[src/rtl/uart_tx_arbiter.sv]
// Round-robin arbiter sharing one uart_tx transmitter between N_REQ byte streams.
// Grant locks to a requester until its last byte; a lock timeout frees a stalled owner.
// Ports:
//   clk, reset       - system clock, synchronous active-low reset
//   req_valid/last   - per-requester byte valid and end-of-packet flags
//   req_data         - per-requester bytes, requester i on [i*BITS_N +: BITS_N]
//   req_ready        - one-hot accept strobe (combinational, ARB state only)
//   data_tx, valid   - registered byte and one-cycle issue strobe to the transmitter
//   tx_ready         - transmitter idle
//   grant            - one-hot lock owner, 0 when no packet is in progress
//   lock_abort       - one-cycle pulse when the lock is released by timeout
module uart_tx_arbiter #(
  parameter int unsigned N_REQ        = 4,
  parameter int unsigned BITS_N       = 8,
  parameter int unsigned LOCK_TIMEOUT = 1024
) (
  input  logic                      clk,
  input  logic                      reset,
  input  logic [N_REQ-1:0]          req_valid,
  input  logic [N_REQ*BITS_N-1:0]   req_data,
  input  logic [N_REQ-1:0]          req_last,
  output logic [N_REQ-1:0]          req_ready,
  output logic [BITS_N-1:0]         data_tx,
  output logic                      valid,
  input  logic                      tx_ready,
  output logic [N_REQ-1:0]          grant,
  output logic                      lock_abort
);

  localparam int unsigned IDX_W = (N_REQ > 1) ? $clog2(N_REQ) : 1;
  localparam int unsigned CNT_W = $clog2(LOCK_TIMEOUT + 1);
  localparam logic [CNT_W-1:0] CNT_MAX = CNT_W'(LOCK_TIMEOUT);

  typedef enum logic [1:0] {
    ARB       = 2'd0,
    SEND      = 2'd1,
    WAIT_LOW  = 2'd2,
    WAIT_HIGH = 2'd3
  } state_t;

  state_t             state, state_nx;
  logic [IDX_W-1:0]   ptr, ptr_nx;
  logic               locked, locked_nx;
  logic [IDX_W-1:0]   owner, owner_nx;
  logic [CNT_W-1:0]   idle_cnt, idle_cnt_nx;
  logic [N_REQ-1:0]   grant_nx;
  logic [BITS_N-1:0]  data_nx;
  logic               valid_nx;

  logic               found;
  logic [IDX_W-1:0]   winner;
  logic [IDX_W-1:0]   cand;
  logic [N_REQ-1:0]   win_oh;

  // Candidate selection: the owner alone while locked, else first valid after ptr.
  always_comb begin
    found  = 1'b0;
    winner = owner;
    cand   = '0;
    if (locked) begin
      found = req_valid[owner];
    end else begin
      for (int unsigned k = 1; k <= N_REQ; k++) begin
        cand = IDX_W'((32'(ptr) + k) % N_REQ);
        if (!found && req_valid[cand]) begin
          found  = 1'b1;
          winner = cand;
        end
      end
    end
    win_oh = N_REQ'(1) << winner;
  end

  // Next-state, lock bookkeeping and Mealy handshake outputs.
  always_comb begin
    state_nx    = state;
    ptr_nx      = ptr;
    locked_nx   = locked;
    owner_nx    = owner;
    idle_cnt_nx = idle_cnt;
    grant_nx    = grant;
    data_nx     = data_tx;
    valid_nx    = 1'b0;
    req_ready   = '0;
    lock_abort  = 1'b0;

    case (state)
      ARB: begin
        if (tx_ready && found) begin
          req_ready   = win_oh;
          data_nx     = req_data[32'(winner)*BITS_N +: BITS_N];
          valid_nx    = 1'b1;
          state_nx    = SEND;
          idle_cnt_nx = '0;
          if (req_last[winner]) begin
            locked_nx = 1'b0;
            grant_nx  = '0;
            ptr_nx    = winner;
          end else begin
            locked_nx = 1'b1;
            owner_nx  = winner;
            grant_nx  = win_oh;
          end
        end else if (locked && !req_valid[owner]) begin
          // An owner accept on the same cycle takes the branch above and wins.
          if (idle_cnt >= CNT_MAX) begin
            lock_abort  = 1'b1;
            locked_nx   = 1'b0;
            grant_nx    = '0;
            ptr_nx      = owner;
            idle_cnt_nx = '0;
          end else begin
            idle_cnt_nx = idle_cnt + CNT_W'(1);
          end
        end
      end
      SEND:      state_nx = WAIT_LOW;
      // Ignore a stale tx_ready=1 until the transmitter has visibly gone busy.
      WAIT_LOW:  if (!tx_ready) state_nx = WAIT_HIGH;
      WAIT_HIGH: if (tx_ready)  state_nx = ARB;
      default:   state_nx = ARB;
    endcase

    if (!reset) begin
      req_ready  = '0;
      lock_abort = 1'b0;
    end
  end

  // State and output registers.
  always_ff @(posedge clk) begin
    if (!reset) begin
      state    <= ARB;
      ptr      <= IDX_W'(N_REQ - 1);
      locked   <= 1'b0;
      owner    <= '0;
      idle_cnt <= '0;
      grant    <= '0;
      data_tx  <= '0;
      valid    <= 1'b0;
    end else begin
      state    <= state_nx;
      ptr      <= ptr_nx;
      locked   <= locked_nx;
      owner    <= owner_nx;
      idle_cnt <= idle_cnt_nx;
      grant    <= grant_nx;
      data_tx  <= data_nx;
      valid    <= valid_nx;
    end
  end

endmodule

[config.mk]
export PLATFORM = sky130hd
export DESIGN_NAME = uart_tx_arbiter
export DESIGN_NICKNAME = d
export VERILOG_FILES = /design/src/rtl/uart_tx_arbiter.sv
export SDC_FILE = /design/constraint.sdc
export NUM_CORES = 1
export LEC_CHECK = 0
export CAP_MARGIN = 20
export CORE_ASPECT_RATIO = 0.9
export CORE_MARGIN = 1.5
export CORE_UTILIZATION = 25
export CTS_BUF_LIST = sky130_fd_sc_hd__clkbuf_8 sky130_fd_sc_hd__clkbuf_16
export CTS_CLUSTER_SIZE = 10
export DETAILED_ROUTE_END_ITERATION = 10
export HOLD_SLACK_MARGIN = 0.1
export PLACE_DENSITY = 0.55
export SLEW_MARGIN = 20
export SYNTH_ARGS = -nofsm -noshare
export SYNTH_HDL_FRONTEND = slang
export SYNTH_SLANG_ARGS = --single-unit
[constraint.sdc]
create_clock -name clk -period 6.3 [get_ports clk]
set_input_delay 1.26 -clock clk [delete_from_list [all_inputs] [get_ports clk]]
set_output_delay 1.26 -clock clk [all_outputs]
set_load 0.01 [all_outputs]
==> reports/metrics.yaml <==
grt:
  grt_pass1_vias: 1830
  grt_usage_pct: 12.4
  grt_max_degree: 24
  gr-total-overflow: 0
  antenna_found_initial: 0
  grt_pass1_wl_um: 8780
sta:
  period_needed_ns: 5.30
  setup-violations-final: 0
  finClkSkew_ns: 0.0114
  worstMarginPinSlew_ns: 0.858
  holdWs_ns: 0.454
  setup_tns_ns: 0
  finalMaxSlewViolations: 0
  slew-limit-headroom_pct: 42.6
  post-route-period-util_pct: 84.1
  rsz0062_at_grt: "no"
  max_freq_mhz: 189
  hold_viol_final: 0
worst_hold_path:
  worstHoldPathType: "register to register"
die:
  ios: 61
  coreArea_um2: 8030
  die_x_um: 98.6
  die-area_um2: 8790
  start_util_pct: 25.6
  rows: 31
  dieHeight_um: 89.1
worst_setup_path:
  reg2reg_depth: 8
  critical_path_arrival_ns: 4.04
  worstSetupPathType: "input port to output port"
  worstSetupEndpointType: "output port"
  cp-startpoint: "req_valid[3]"
  reg2reg_to: "ptr[0]"
  reg2reg_slack_ns: 3.19
  critPathMaxFanout: 12
  start_kind: "input port"
  crit_path_end: "req_ready[2]"
  cp_data_required_time_ns: 5.04
  timing.rr.start: "ptr[0]"
clock_tree:
  cts_sinks: 31
  h-tree-depth: 2
  cts.path.max_buffers: 2
  cts_buffers: 5
  cts_tree: "built"
  cts_setup_buffers: 0
  worstSkewPairLatency_ns: 0.29
  cts-root-buf: "clkbuf_8"
  clk_pin_slew_ns: 0.07
  cts-resized-gates: 0
  hold_buffers: 0
status:
  outcome: "complete, no violations"
route:
  ant_nets: 0
  first_pass_iters: 4
  wl_um: 5580
  wl_per_cell_um: 13.8
  avgViaCountPerCell: 4.84
  drc: 0
  vias: 1954
  initialDrtViolationCount: 95
placed_design:
  io_buffers: 60
  gp_congestion: 0.710
  dp_hpwl_um: 4230
logic_synthesis:
  yosysWarnings: 0
  syn_inst: 253
  synth_cell_types: 52
  synth_area_leader_cell: "dfxtp_1"
  ys_top_cells_by_area: "dfxtp_1, mux2i_1, nor2_1, mux2_2, nand2_1"
  synth_seq_area_share_pct: 30.2
  syn-cell-area_um2: 2060
  synth_ff_type: "dfxtp_1"
  yosysTopAreaCellShare_pct: 30.2
  synth-async-reset-ratio_pct: 0
  postSynthAreaPerCell_um2: 8.14
  synth_nets: 301
  synth_edf_count: 0
  yosys_register_bits: 31
finish:
  seq_area_um2: 621
  antenna_cells: 0
  drive_gt1_share_pct: 8.20
  multi_input_area_um2: 1330
  area_growth_pct: 37.8
  nNetsFinal: 352
  fillerInstances: 813
power:
  p_per_area_nw_per_um2: 342
  cellLeakagePower_nw: 1.06
  vdd_ir_drop_max_mv: 0.160
flow_run:
  max_cap_violations: 0
-- metrics by stage --
step	setup slack [ns]	instances	utilization (%)	total power [W]	instance area, µm²
2_1_floorplan	1.91	253	-	0.000623	2060
3_3_place_gp	1.02	396	33.9	0.000773	2720
3_5_place_dp	0.994	396	33.9	0.000777	2720
4_1_cts	0.996	404	35.3	0.000977	2840
5_1_grt	0.814	404	35.3	0.00104	2840
6_report	1.00	404	35.3	0.000969	2840
-- per-layer routing --
metal  track usage (%)  vias up  wire [µm]
met1              16.9      923       2690
met3              2.27        7        106
met2              20.3       17       2710
met5                 0        -          0
met4              3.38        0         68
li1                  -     1007          -
-- state kept, by name, summed over array words and instances, names as in the netlist --
signal / cells
idle_cnt: 11
data_tx: 8
grant: 4
owner: 2
ptr: 2
state: 2
locked: 1
valid: 1
-- worst max-delay path, stage by stage --
cell and delay (ns):
clkdlybuf4s50_1 0.69, and3b_1 0.25, o21bai_1 0.10, a32o_1 0.29, a221oi_4 0.54, nor4b_1 0.30
clkdlybuf4s50_1 0.59
-- synth_stat cells (7+ instances only) --
cell type / count
mux2_2: 9
nor3_1: 8
a21oi_1: 16
nor2_1: 30
inv_1: 10
buf_2: 9
o211ai_1: 10
mux2i_1: 16
clkbuf_1: 7
nand2_1: 26
nand3_1: 8
dfxtp_1: 31
-- cell families (layout without fill, tap and decap cells) --
| kind of cell | count (synthesis) | count (layout) | share of synthesized area, % |
|---|---|---|---|
| AOI/OAI and AO/OA | 53 | 53 | 18.5 |
| xor gates and xnor gates | 8 | 8 | 3.40 |
| adders and majority gates | 5 | 5 | 3.04 |
| buffers and inverters | 28 | 80 | 6.02 |
| DFF | 31 | 31 | 30.2 |
| muxes | 27 | 27 | 14.9 |
| and+or+nand+nor | 101 | 101 | 24.0 |
-- layout make-up --
class | instances | share of cell area (%)
multi-input cells | 194 | 46.8
flip-flops and latches | 31 | 21.9
repair buffers | 62 | 21.7
well taps | 99 | 4.37
clock buffers | 5 | 2.43
clock inverters | 3 | 1.54
inverters | 10 | 1.32
-- power breakdown --
| group | total (W) | switching, W | internal (W) |
|---|---|---|---|
| Sequential | 0.000283 | 0.0000462 | 0.000237 |
| Clock | 0.000198 | 0.0000804 | 0.000118 |
| Combinational | 0.000488 | 0.000261 | 0.000227 |
-- how the worst min path moves through the flow --
| stage | start | to | slack, ns | depth (start not counted) |
|---|---|---|---|---|
| final | data_tx[5] | data_tx[5] | 0.45 | 2 |
| after detailed placement | data_tx[5] | data_tx[5] | 0.45 | 2 |
| after global placement | grant[0] | grant[0] | 0.44 | 2 |
| after global routing | data_tx[7] | data_tx[7] | 0.47 | 2 |
| after floorplan | idle_cnt[6] | idle_cnt[6] | 0.47 | 2 |
| after CTS | data_tx[5] | data_tx[5] | 0.46 | 2 |
-- placed cells by master, fill, tap and decap left out, drive strengths merged, types with 8 or more instances in the layout --
| cell | instances |
|---|---|
| nor2 | 30 |
| a21oi | 16 |
| dfxtp | 31 |
| o211ai | 10 |
| inv | 10 |
| clkdlybuf4s50 | 60 |
| mux2 | 9 |
| nand3 | 8 |
| nor3 | 8 |
| mux2i | 16 |
| nand2 | 26 |
Power figures use the tool's default switching activity.
